[config.mk]
export PLATFORM = sky130hd
export DESIGN_NAME = kgp_fetch_unit_flat
export DESIGN_NICKNAME = d
export VERILOG_FILES = /design/src/rtl/kgp_fetch_unit_if.sv /design/src/rtl/kgp_fetch_unit.sv /design/src/flat_wrapper.sv
export SDC_FILE = /design/constraint.sdc
export NUM_CORES = 1
export LEC_CHECK = 0
export BUFFER_PORTS_ARGS = -buffer_cell sky130_fd_sc_hd__buf_2
export CAP_MARGIN = 10
export CORE_ASPECT_RATIO = 1.75
export CORE_MARGIN = 1
export CORE_UTILIZATION = 40
export CTS_CLUSTER_DIAMETER = 30
export DETAILED_ROUTE_END_ITERATION = 10
export PLACE_DENSITY = 0.65
export SLEW_MARGIN = 20
export SYNTH_ARGS = -nofsm -noshare
export SYNTH_HDL_FRONTEND = slang
export SYNTH_SLANG_ARGS = --single-unit
[constraint.sdc]
create_clock -name clk -period 7.2 [get_ports clk]
set_input_delay 0.72 -clock clk [delete_from_list [all_inputs] [get_ports clk]]
set_output_delay 0.72 -clock clk [all_outputs]
set_load 0.005 [all_outputs]
[src/rtl/kgp_fetch_unit_if.sv]
// Fetch-unit bus bundle: instruction memory req/ack, branch redirect, decode valid/ready.
// master = fetch unit side, slave = memory/branch/decode environment side.
interface kgp_fetch_unit_if #(
  parameter int XLEN      = 32,
  parameter int BUF_DEPTH = 4
);
  localparam int CW = $clog2(BUF_DEPTH) + 1;

  logic            imem_req;
  logic [XLEN-1:0] imem_addr;
  logic            imem_ack;
  logic [31:0]     imem_rdata;

  logic            redir_valid;
  logic [1:0]      redir_type;
  logic [XLEN-1:0] redir_pc;
  logic [25:0]     redir_imm;
  logic [XLEN-1:0] redir_reg;

  logic            out_valid;
  logic            out_ready;
  logic [31:0]     out_instr;
  logic [XLEN-1:0] out_pc;
  logic [CW-1:0]   buf_count;
  logic            misalign_trap;

  modport master (
    output imem_req, imem_addr,
    input  imem_ack, imem_rdata,
    input  redir_valid, redir_type, redir_pc, redir_imm, redir_reg,
    output out_valid, out_instr, out_pc, buf_count, misalign_trap,
    input  out_ready
  );

  modport slave (
    input  imem_req, imem_addr,
    output imem_ack, imem_rdata,
    output redir_valid, redir_type, redir_pc, redir_imm, redir_reg,
    input  out_valid, out_instr, out_pc, buf_count, misalign_trap,
    output out_ready
  );
endinterface

[src/rtl/kgp_fetch_unit.sv]
// KGP-RISC instruction fetch front end: sequential fetch, prefetch FIFO, redirect targets.
// Optional macro FETCH_ALIGN_CHECK_EN: misaligned redirect target raises a one-cycle
// misalign_trap and halts fetch until an aligned redirect; otherwise target[1:0] is cleared.
module kgp_fetch_unit #(
  parameter int              XLEN      = 32,
  parameter int              BUF_DEPTH = 4,
  parameter logic [XLEN-1:0] RESET_PC  = '0
) (
  input  logic            clk,
  input  logic            rst,
  kgp_fetch_unit_if.master bus
);
  localparam int PW = $clog2(BUF_DEPTH);
  localparam int CW = PW + 1;

`ifdef FETCH_ALIGN_CHECK_EN
  typedef enum logic [1:0] {FETCH, FULL, DISCARD, HALT} state_t;
`else
  typedef enum logic [1:0] {FETCH, FULL, DISCARD} state_t;
`endif

  state_t          state, stateNext;
  logic [XLEN-1:0] fetchPc, fetchPcNext;
  logic [XLEN-1:0] savedPc, savedPcNext;

  logic [31:0]     memInstr [BUF_DEPTH];
  logic [XLEN-1:0] memPc    [BUF_DEPTH];
  logic [PW-1:0]   wrPtr, rdPtr;
  logic [CW-1:0]   count, countNext;
  logic [31:0]     lastInstr;
  logic [XLEN-1:0] lastPc;

  logic            req, push, pop, redir, outValid;
  logic [XLEN-1:0] p4, rawTarget, target;

  // Redirect target for the three branch flavours; all arithmetic wraps mod 2^XLEN.
  always_comb begin
    p4 = bus.redir_pc + XLEN'(4);
    case (bus.redir_type)
      2'b00:   rawTarget = p4 + {{(XLEN-23){bus.redir_imm[20]}}, bus.redir_imm[20:0], 2'b00};
      2'b01:   rawTarget = {p4[XLEN-1:28], bus.redir_imm, 2'b00};
      default: rawTarget = bus.redir_reg;
    endcase
  end

`ifdef FETCH_ALIGN_CHECK_EN
  logic misaligned, haltPending, haltPendingNext, trapQ;
  assign misaligned = |rawTarget[1:0];
  assign target     = rawTarget;
`else
  assign target     = rawTarget & ~XLEN'(3);
`endif

  // Request is gated by reset so the first request appears once rst is low.
  assign req      = !rst && ((state == FETCH && count < CW'(BUF_DEPTH)) || state == DISCARD);
  assign redir    = bus.redir_valid;
  assign outValid = (count != '0);
  assign push     = req && bus.imem_ack && state == FETCH && !redir;
  assign pop      = outValid && bus.out_ready && !redir;

  // Occupancy after this edge; a redirect flushes everything.
  always_comb begin
    countNext = count;
    if (redir)
      countNext = '0;
    else if (push && !pop)
      countNext = count + CW'(1);
    else if (pop && !push)
      countNext = count - CW'(1);
  end

  // Next fetch state; redirect outranks everything else.
  always_comb begin
    stateNext   = state;
    fetchPcNext = fetchPc;
    savedPcNext = savedPc;
`ifdef FETCH_ALIGN_CHECK_EN
    haltPendingNext = haltPending;
`endif
    if (redir) begin
      if (req && !bus.imem_ack) begin
        // Outstanding request must finish at the old address; remember where to go.
        stateNext   = DISCARD;
        savedPcNext = target;
`ifdef FETCH_ALIGN_CHECK_EN
        haltPendingNext = misaligned;
      end else if (misaligned) begin
        stateNext = HALT;
`endif
      end else begin
        stateNext   = FETCH;
        fetchPcNext = target;
      end
    end else begin
      case (state)
        FETCH: begin
          if (push) fetchPcNext = fetchPc + XLEN'(4);
          if (countNext == CW'(BUF_DEPTH)) stateNext = FULL;
        end
        FULL:
          if (pop) stateNext = FETCH;
        DISCARD:
          if (bus.imem_ack) begin
`ifdef FETCH_ALIGN_CHECK_EN
            if (haltPending) stateNext = HALT;
            else begin
              stateNext   = FETCH;
              fetchPcNext = savedPc;
            end
`else
            stateNext   = FETCH;
            fetchPcNext = savedPc;
`endif
          end
        default: ;
      endcase
    end
  end

  // State and fetch address registers.
  always_ff @(posedge clk) begin
    if (rst) begin
      state   <= FETCH;
      fetchPc <= RESET_PC;
      savedPc <= RESET_PC;
    end else begin
      state   <= stateNext;
      fetchPc <= fetchPcNext;
      savedPc <= savedPcNext;
    end
  end

`ifdef FETCH_ALIGN_CHECK_EN
  // Trap pulse and deferred-halt flag for misaligned targets.
  always_ff @(posedge clk) begin
    if (rst) begin
      trapQ       <= 1'b0;
      haltPending <= 1'b0;
    end else begin
      trapQ       <= redir && misaligned;
      haltPending <= haltPendingNext;
    end
  end
  assign bus.misalign_trap = trapQ;
`else
  assign bus.misalign_trap = 1'b0;
`endif

  // FIFO storage; no reset needed, reads are qualified by count.
  always_ff @(posedge clk) begin
    if (push) begin
      memInstr[wrPtr] <= bus.imem_rdata;
      memPc[wrPtr]    <= fetchPc;
    end
  end

  // FIFO pointers, occupancy and the held head value shown while empty.
  always_ff @(posedge clk) begin
    if (rst) begin
      wrPtr     <= '0;
      rdPtr     <= '0;
      count     <= '0;
      lastInstr <= '0;
      lastPc    <= '0;
    end else begin
      count <= countNext;
      if (outValid) begin
        lastInstr <= memInstr[rdPtr];
        lastPc    <= memPc[rdPtr];
      end
      if (redir) begin
        wrPtr <= '0;
        rdPtr <= '0;
      end else begin
        if (push) wrPtr <= wrPtr + PW'(1);
        if (pop)  rdPtr <= rdPtr + PW'(1);
      end
    end
  end

  assign bus.imem_req  = req;
  assign bus.imem_addr = fetchPc;
  assign bus.out_valid = outValid;
  assign bus.out_instr = outValid ? memInstr[rdPtr] : lastInstr;
  assign bus.out_pc    = outValid ? memPc[rdPtr]    : lastPc;
  assign bus.buf_count = count;
endmodule
[src/flat_wrapper.sv]
// flat-port wrapper written by rule: the top's interface ports become plain ports
module kgp_fetch_unit_flat 
#(
  parameter int              XLEN      = 32,
  parameter int              BUF_DEPTH = 4,
  parameter logic [XLEN-1:0] RESET_PC  = '0
)
  (clk, rst, bus_imem_req, bus_imem_addr, bus_imem_ack, bus_imem_rdata, bus_redir_valid, bus_redir_type, bus_redir_pc, bus_redir_imm, bus_redir_reg, bus_out_valid, bus_out_instr, bus_out_pc, bus_buf_count, bus_misalign_trap, bus_out_ready);
  kgp_fetch_unit_if #(.XLEN(XLEN), .BUF_DEPTH(BUF_DEPTH)) bus_i ();
  input  logic clk;
  input  logic rst;
  output wire logic [$bits(bus_i.imem_req)-1:0] bus_imem_req;
  output wire logic [$bits(bus_i.imem_addr)-1:0] bus_imem_addr;
  input wire logic [$bits(bus_i.imem_ack)-1:0] bus_imem_ack;
  input wire logic [$bits(bus_i.imem_rdata)-1:0] bus_imem_rdata;
  input wire logic [$bits(bus_i.redir_valid)-1:0] bus_redir_valid;
  input wire logic [$bits(bus_i.redir_type)-1:0] bus_redir_type;
  input wire logic [$bits(bus_i.redir_pc)-1:0] bus_redir_pc;
  input wire logic [$bits(bus_i.redir_imm)-1:0] bus_redir_imm;
  input wire logic [$bits(bus_i.redir_reg)-1:0] bus_redir_reg;
  output wire logic [$bits(bus_i.out_valid)-1:0] bus_out_valid;
  output wire logic [$bits(bus_i.out_instr)-1:0] bus_out_instr;
  output wire logic [$bits(bus_i.out_pc)-1:0] bus_out_pc;
  output wire logic [$bits(bus_i.buf_count)-1:0] bus_buf_count;
  output wire logic [$bits(bus_i.misalign_trap)-1:0] bus_misalign_trap;
  input wire logic [$bits(bus_i.out_ready)-1:0] bus_out_ready;
  assign bus_imem_req = bus_i.imem_req;
  assign bus_imem_addr = bus_i.imem_addr;
  assign bus_i.imem_ack = bus_imem_ack;
  assign bus_i.imem_rdata = bus_imem_rdata;
  assign bus_i.redir_valid = bus_redir_valid;
  assign bus_i.redir_type = bus_redir_type;
  assign bus_i.redir_pc = bus_redir_pc;
  assign bus_i.redir_imm = bus_redir_imm;
  assign bus_i.redir_reg = bus_redir_reg;
  assign bus_out_valid = bus_i.out_valid;
  assign bus_out_instr = bus_i.out_instr;
  assign bus_out_pc = bus_i.out_pc;
  assign bus_buf_count = bus_i.buf_count;
  assign bus_misalign_trap = bus_i.misalign_trap;
  assign bus_i.out_ready = bus_out_ready;
  kgp_fetch_unit #(.XLEN(XLEN), .BUF_DEPTH(BUF_DEPTH), .RESET_PC(RESET_PC)) u_core (.clk(clk), .rst(rst), .bus(bus_i));
endmodule
==> impl_metrics.tcl, run 1 <==
set metrics [dict create \
    ctsResizeCount 0 \
    finalWirelength_um 44800 \
    whs_ns 0.370 \
    grt_max_degree 72 \
    yosys_warnings 0 \
    crit_path_end_kind "flip-flop" \
    insertion_delay_ns 0.57 \
    rsz0062_at_grt "no" \
    final_antenna_net_count 0 \
    fp.coreArea_um2 44400 \
    placed_cell_area_um2 19800 \
    ys_seq_elements 383 \
    cp_data_arrival_time_ns 4.59 \
    slowest_delay_ns 0.70 \
    finalInstanceArea_um2 21300 \
    path_class "in2reg" \
    max_freq_mhz 242 \
    route.vias.total 12500 \
    maxCapViolations 0 \
    yosysTopAreaCell "edfxtp_1" \
    grtUsageMet1 0.216 \
    die_w_um 163 \
    numCtsBuffers 46 \
    vias_per_cell 5.42 \
    grt_pass1_wl_um 70100 \
    grt_util_met2 0.368 \
    setup_viol 0 \
    crit_chain "buf_2, and4_1, nand4_1, nor3_2, xnor2_1, ha_1, nand2_1, or2_0, a21oi_1, o31ai_1, a221oi_1, a211oi_1, xnor2_1, o211ai_1, a311oi_1" \
    netlist_top_cells_area "edfxtp_1 (41%), dfxtp_1 (15%), mux4_2 (7.7%)" \
    io_pins 231 \
    track_usage 0.195 \
    synthToLayoutAreaGrowth_pct 17.7 \
    globalplace.congestion 0.874 \
    syn_avg_cell_area_um2 12.2 \
    grt_overflow 0 \
    outcome "complete, no violations" \
    synth_commonest_cells "edfxtp_1 (248), dfxtp_1 (135), nand2_1 (113)" \
    path_delay_family "compound AO/OA/AOI/OAI gates" \
    yosysMostFrequentCell "edfxtp_1" \
    cts_hold_buf 0 \
    crit_top_cell "xnor2_1" \
    rrSetupSlack_ns 3.70 \
    synth_top_flop_cell "edfxtp_1" \
    drt-pass1-iter-count 5 \
    fin_crit_ns 4.13 \
    finClkSkew_ns 0.0265 \
    port-buffer-count 223 \
    post_cts_buffers 0 \
    htreeDepth 2 \
    slew_violations 0 \
    initial_core_util 0.408 \
    die_area_um2 46200 \
    power_leakage_uw 0.00794 \
    hold_class "in2reg" \
    drc 0 \
    cpMaxStageDelayCell "a221oi_1" \
    avgRoutedWirePerCell_um 19.5 \
    period_share 0.573 \
    yosysSeqAreaShare 0.560 \
    crit_required_ns 7.66 \
    row_count 102 \
    synthArstFlopShare 0 \
    tns_ns 0 \
    synthCells 1482 \
    initialDrtViolationCount 655 \
    met3_usage 0.0244 \
    powerDensity_nw_per_um2 255 \
    clkTransAtPathRegs_ns 0.07 \
    busiest_layer "met2" \
    clock_path_buffers 3 \
    grt_pass1_vias 12800 \
    dp_cells 2216 \
    hold_viol_final 0 \
    ir_worst_vdd_uv 198 \
    drive_above_1_share 0.271 \
    cp_max_fo 9 \
    cts_tree "done" \
    crit_buf_inv 1 \
    tightest_slew_ns 1.07 \
    synth_edf_count 248 \
    finalNonFillerCells 2301 \
    num_antenna_cells 0 \
    synth_area_um2 18100 \
    cts.sinks 383 \
    hpwlAfterDp_um 29800 \
    synth.distinct_cells 74 \
    antenna_found_initial 0 \
    nNetsFinal 1868 \
    die_y_um 283 \
    root_buffer "clkbuf_16" \
    crit_path_start_kind "primary input" \
    maxSlewHeadroom 0.283 \
    yosys.area.top_type_share 0.411 \
]
-- area by class of cell --
class / count / area [µm²]
well taps: 572 / 716
flip-flops and latches: 383 / 10200
clock buffers: 50 / 1170
repair buffers: 238 / 1230
inverters: 31 / 116
clock inverters: 35 / 370
multi-input cells: 992 / 7560
fillers: 4002 / 23100
-- layout by cell type (no fill, tap or decap), types with 6 or more instances in the layout --
cell type   synthesis  final
clkinvlp_4          0      6
o211ai_1           15     15
nor2b_1             6      6
buf_4               3     15
inv_1              30     30
xnor2_1            41     41
and2_1             72     68
buf_2               8    223
o21ai_0            40     40
edfxtp_1          248    248
xor2_1             29     29
ha_1               46     46
a21o_1             18     18
mux2_2             64     64
a211oi_1           24     24
o22ai_1             8      8
nor2_1             96     96
nor3b_1             6      6
o21ai_1            20     20
o21a_1             16     16
nor3_1             39     38
dfxtp_1           135    133
nand4_1            20     20
a21oi_1            95     95
nand3_1            46     46
a31oi_1             8      8
clkbuf_16           0     46
inv_6               0     12
mux4_2             62     62
mux2i_1            12     12
and4_1              7      7
nand2_1           113    113
and3_1              8      8
or3_1               8      8
-- where the power goes --
part / switching, µW / leakage, µW / internal (µW) / total, µW
Sequential: 74.4 / 0.00335 / 2420 / 2490
Combinational: 367 / 0.00385 / 287 / 654
Clock: 994 / 0.000735 / 1300 / 2290
Total: 1440 / 0.00794 / 4000 / 5440
-- registers in the layout (all words and copies together) (netlist names), named ones only --
register	cells
u_core.rdPtr	2
u_core.savedPc	30
u_core.wrPtr	2
u_core.bus.buf_count	3
u_core.memPc	120
u_core.bus.imem_addr	30
u_core.memInstr	128
u_core.lastInstr	32
u_core.lastPc	32
u_core.state	2
-- per-stage QoR --
stage,setup WS (ns),util,total power (µW)
2_1_floorplan,3.35,-,2940
3_3_place_gp,2.57,0.445,3180
3_5_place_dp,2.54,0.445,3200
4_1_cts,3.12,0.480,5500
5_1_grt,2.73,0.480,5660
6_report,3.07,0.480,5440
-- layer usage --
layer,vias to the layer above,part of all wire
met3,82,0.044
met5,-,0
met4,0,0.036
met2,389,0.54
li1,5975,-
met1,6023,0.38
-- worst paths after layout --
kind	startpoint	endpoint	depth (start not counted)
setup / recovery	bus_redir_pc[9]	u_core.bus.imem_addr[26]	15
hold / removal	bus_imem_rdata[13]	u_core.memInstr[3][13]	1
setup reg to reg	u_core.state[0]	u_core.bus.imem_addr[31]	11
hold reg to reg	u_core.lastPc[0]	u_core.lastPc[0]	2
-- logic make-up (layout without fill, tap and decap cells) --
family | after synthesis | in the layout | share of synthesized area
buffers and inverters | 109 | 354 | 0.0238
other | 1 | 3 | 0.000207
AND/OR/NAND/NOR | 443 | 443 | 0.123
multiplexers | 139 | 139 | 0.124
XOR/XNOR | 70 | 70 | 0.0339
flip-flops | 383 | 383 | 0.560
AO/OA/AOI/OAI | 290 | 290 | 0.102
adder cells (fa/ha/maj) | 47 | 47 | 0.0329
-- worst register-to-register path, stage by stage (launching register included) --
cell	delay, ns
dfxtp_1	0.35
inv_1	0.07
ha_1	0.19
buf_4	0.28
o21ai_1	0.42
nor2_1	0.10
nor2_1	0.48
a21o_1	0.63
buf_4	0.40
nand2_1	0.17
a211oi_1	0.25
nor3_1	0.06
Note: power is estimated with default switching activity, not from simulation.
==> run 2: changes to the inputs <==
clock period = 4 ns   (was 7.2 ns; I/O delays follow)
==> run 2 against run 1 <==
Compared with the run above: sequential power grew 80%; total power grew 80%; register-to-register slack got worse by 2.6 ns; hold slack worse by 0.32 ns; combinational power grew 87%; final cell count is 1.5% higher; largest cell class unchanged; wire length increased by 1.8%; sequential cell count unchanged; first-iteration DRC count grew 36%.
==> impl_metrics.tcl, run 2 (synthesized netlist as in run 1, its figures left out) <==
set metrics [dict create \
    finClkSkew_ns 0.0196 \
    initial_core_util 0.408 \
    cts.sinks 383 \
    crit_path_end_kind "flip-flop" \
    hold_class "in2reg" \
    vias_per_cell 5.43 \
    grt_max_degree 63 \
    cts_hold_buf 0 \
    period_share 0.852 \
    grt_pass1_vias 13000 \
    avgRoutedWirePerCell_um 19.5 \
    max_freq_mhz 293 \
    synthToLayoutAreaGrowth_pct 19.4 \
    clkTransAtPathRegs_ns 0.07 \
    finalWirelength_um 45600 \
    die_w_um 163 \
    hold_viol_final 0 \
    largest_register_ffs 128 \
    cp_data_arrival_time_ns 3.88 \
    initialDrtViolationCount 893 \
    track_usage 0.198 \
    path_delay_family "simple AND/OR/NAND/NOR gates" \
    grt_pass1_wl_um 70700 \
    antenna_found_initial 1 \
    setup_viol 0 \
    tightest_slew_ns 1.09 \
    nNetsFinal 1903 \
    fp.coreArea_um2 44400 \
    insertion_delay_ns 0.56 \
    cp_max_fo 6 \
    cpMaxStageDelayCell "nor4b_1" \
    fin_crit_ns 3.41 \
    die_area_um2 46200 \
    outcome "complete, no violations" \
    mostFrequentLayoutCells "edfxtp_1 (248), buf_2 (223), dfxtp_1 (133)" \
    drive_above_1_share 0.283 \
    ir_worst_vdd_uv 353 \
    io_pins 231 \
    clock_path_buffers 3 \
    maxSlewHeadroom 0.273 \
    crit_buf_inv 2 \
    path_class "in2reg" \
    final_common_cell "edfxtp_1" \
    drc 0 \
    dp_cells 2253 \
    power_leakage_uw 0.00812 \
    cts_tree "done" \
    rsz0062_at_grt "no" \
    port-buffer-count 223 \
    final_antenna_net_count 0 \
    ctsResizeCount 0 \
    slew_violations 0 \
    hpwlAfterDp_um 31700 \
    place_ws_ns 0.0561 \
    fin_ws_ns 0.591 \
    slowest_delay_ns 0.57 \
    grt_overflow 0 \
    powerDensity_nw_per_um2 452 \
    reg.largest.list "u_core.memInstr: 128 flops, u_core.memPc: 120 flops" \
    drt-pass1-iter-count 5 \
    tns_ns 0 \
    numCtsBuffers 44 \
    root_buffer "clkbuf_16" \
    crit_chain "buf_2, ha_1, and3_1, nand2_1, xnor2_1, ha_1, nand3_1, nor2b_1, a2111oi_2, buf_4, nor4b_1, a211oi_1, xor2_1, a21oi_1, a21oi_1, nor3_1" \
    crit_path_start_kind "primary input" \
    row_count 102 \
    maxCapViolations 0 \
    route.vias.total 12700 \
    htreeDepth 2 \
    globalplace.congestion 0.894 \
    die_y_um 283 \
    post_cts_buffers 0 \
    finalNonFillerCells 2336 \
    crit_required_ns 4.47 \
    largest_register "u_core.memInstr" \
]
run 2: cell types whose count changed in the layout (fill, tap and decap cells not counted), sizes merged:
cell,before,now
buf,238,275
inv,47,43
bufinv,2,3
clkbuf,50,51
clkinvlp,6,5
diode,0,1
run 2: stage by stage:
step	hold WS (ns)	area, µm²	utilization	total power (µW)
floorplan	0.421	18100	-	5290
global placement	0.433	20100	0.453	5760
detailed placement	0.440	20100	0.453	5790
CTS	0.0156	21600	0.487	9880
global route	0.0332	21600	0.487	10200
finish	0.0466	21600	0.487	9780
run 2: path summary, 6_finish.rpt:
check,cells after the start,slack [ns],end,start
setup / recovery,16,0.59,u_core.bus.imem_addr[25],bus_redir_pc[2]
hold / removal,1,0.05,u_core.memInstr[3][29],bus_imem_rdata[29]
setup reg to reg,10,1.09,u_core.bus.imem_addr[28],u_core.bus.imem_addr[2]
hold reg to reg,2,0.45,u_core.lastPc[0],u_core.lastPc[0]
run 2: cell type report:
| type | instances | area (µm²) |
|---|---|---|
| fill | 3977 | 22800 |
| sequential | 383 | 10200 |
| multi-input combinational | 992 | 7560 |
| timing repair buffer | 275 | 1570 |
| clock buffer | 51 | 1130 |
| tap | 572 | 716 |
| clock inverter | 31 | 379 |
| inverter | 31 | 116 |
| antenna | 1 | 2.50 |
run 2: power by group:
| group | switching, µW | internal [µW] | total (µW) |
|---|---|---|---|
| registers | 134 | 4350 | 4480 |
| clock network | 1760 | 2320 | 4080 |
| logic | 675 | 547 | 1220 |
run 2: layer usage:
layer	wire, µm	vias to the layer above	track usage	part of all wire
li1	-	6042	-	-
met1	17400	6208	0.221	0.38
met2	24800	363	0.375	0.54
met4	1540	0	0.0820	0.034
met5	0	-	0	0
met3	1890	83	0.0213	0.041
==> run 3: changes to the inputs <==
CTS_CLUSTER_SIZE = 25   (was default)
clock period = 3.7 ns   (was 4 ns; I/O delays follow)
==> run 3 against run 2 <==
Compared with the run above: sequential cell count unchanged; sequential power up 8.0%; first-iteration DRC count down 11%; highest routed layer unchanged.
==> impl_metrics.tcl, run 3 (synthesized netlist as in run 1, its figures left out) <==
set metrics [dict create \
    grt_util_met2 0.385 \
    dp_cells 2313 \
    globalplace.congestion 0.845 \
    finalWirelength_um 46500 \
    clock_path_buffers 3 \
    finalNonFillerCells 2391 \
    period_share 0.904 \
    io_pins 231 \
    seqCellArea_um2 10200 \
    power_leakage_uw 0.00839 \
    initialDrtViolationCount 793 \
    fp.coreArea_um2 44400 \
    clkTransAtPathRegs_ns 0.07 \
    insertion_delay_ns 0.55 \
    avgRoutedWirePerCell_um 19.4 \
    maxCapViolations 0 \
    fin_crit_ns 3.35 \
    final_antenna_net_count 0 \
    maxSlewHeadroom 0.280 \
    path_class "in2reg" \
    cp_data_arrival_time_ns 3.80 \
    row_count 102 \
    die_y_um 283 \
    fillers 3962 \
    antenna_found_initial 0 \
    power_uw 10500 \
    r2r_start "u_core.bus.imem_addr[3]" \
    final_common_cell "edfxtp_1" \
    numCtsBuffers 42 \
    cts.sinks 383 \
    crit_path_end_kind "flip-flop" \
    met3_usage 0.0257 \
    max_freq_mhz 299 \
    track_usage 0.200 \
    grt_max_degree 69 \
    hp-start "bus_imem_rdata[29]" \
    powerDensity_nw_per_um2 478 \
    setup_viol 0 \
    slew_violations 0 \
    grt_pass1_wl_um 71400 \
    reg.largest.list "u_core.memInstr: 128 flops, u_core.memPc: 120 flops" \
    crit_path_start_kind "primary input" \
    die_w_um 163 \
    cp-startpoint "bus_redir_pc[2]" \
    fin_ws_ns 0.355 \
    hpwlAfterDp_um 33000 \
    synthToLayoutAreaGrowth_pct 21.6 \
    route.vias.total 12900 \
    outcome "complete, no violations" \
    grt_pass1_vias 13100 \
    busiest_layer "met2" \
    cp_max_fo 5 \
    nNetsFinal 1961 \
    rsz0062_at_grt "no" \
    grtUsageMet1 0.213 \
    largest_register "u_core.memInstr" \
    drt-pass1-iter-count 5 \
    hold_class "in2reg" \
    mostFrequentLayoutCells "edfxtp_1 (248), buf_2 (223), dfxtp_1 (133)" \
    drive_above_1_share 0.307 \
    tightest_slew_ns 1.08 \
    initial_core_util 0.408 \
    htreeDepth 2 \
    finalCoreUtilization 0.496 \
    cts_tree "done" \
    cts_hold_buf 0 \
    vias_per_cell 5.41 \
    largest_register_ffs 128 \
    die_area_um2 46200 \
    multiInputGateArea_um2 7560 \
    finClkSkew_ns 0.0148 \
    num_antenna_cells 0 \
    ir_worst_vdd_uv 397 \
    grt_overflow 0 \
    hold_viol_final 0 \
    port-buffer-count 223 \
    crit_required_ns 4.15 \
    place_ws_ns -0.239 \
    root_buffer "clkbuf_16" \
    drc 0 \
]
-- run 3: changes by cell type in the layout (fill, tap and decap cells not counted), moves of 2 or more --
cell	delta
clkbuf_16	-2
inv_6	+4
buf_4	+59
clkinv_2	+2
clkinv_1	-2
clkinv_8	-3
-- run 3: layer usage --
| metal | routed length (µm) | part of all wire |
|---|---|---|
| met5 | 0 | 0 |
| met4 | 1690 | 0.036 |
| met3 | 2130 | 0.046 |
| met2 | 25600 | 0.55 |
| met1 | 17000 | 0.37 |
-- run 3: timing repair --
action / CTS / global route
hold endpoints to repair: 0 / 0
endpoints found under the setup margin: 0 / 2
gates resized for setup: 0 / 1
buffers inserted: 0 / 0
-- run 3: power by group --
part,internal [µW],total (µW),switching (µW)
registers,4700,4840,138
clock network,2460,4290,1830
logic,645,1400,750
total,7800,10500,2720
-- run 3: critical path: stages --
cell and delay [ns]:
buf_2 0.11, ha_1 0.26, xor2_1 0.17, ha_1 0.29, nor2b_1 0.15, o31a_1 0.27
o31a_1 0.29, o31ai_1 0.67, a221oi_2 0.20, buf_4 0.18, a211oi_1 0.25, xnor2_1 0.18
o211ai_1 0.12, a311oi_1 0.29
-- run 3: final timing paths --
kind,end,slack [ns],cells after the start
setup / recovery,u_core.bus.imem_addr[26],0.35,14
setup reg to reg,u_core.bus.imem_addr[26],0.84,10
hold reg to reg,u_core.lastPc[0],0.45,2
hold / removal,u_core.memInstr[2][29],0.03,1
-- run 3: through the flow --
stage / TNS [ns] / instance area [µm²] / hold slack [ns]
after floorplan: 0 / 18100 / 0.421
after global placement: -0.832 / 20600 / 0.431
after detailed placement: -1.06 / 20600 / 0.440
after CTS: 0 / 22000 / 0.00299
after global routing: 0 / 22000 / 0.0109
final: 0 / 22000 / 0.0332
-- run 3: layout make-up --
type,instances,area share
flip-flops and latches,383,0.461
multi-input cells,992,0.343
repair buffers,335,0.0922
clock buffers,48,0.0487
well taps,572,0.0325
clock inverters,30,0.0167
inverters,31,0.00528
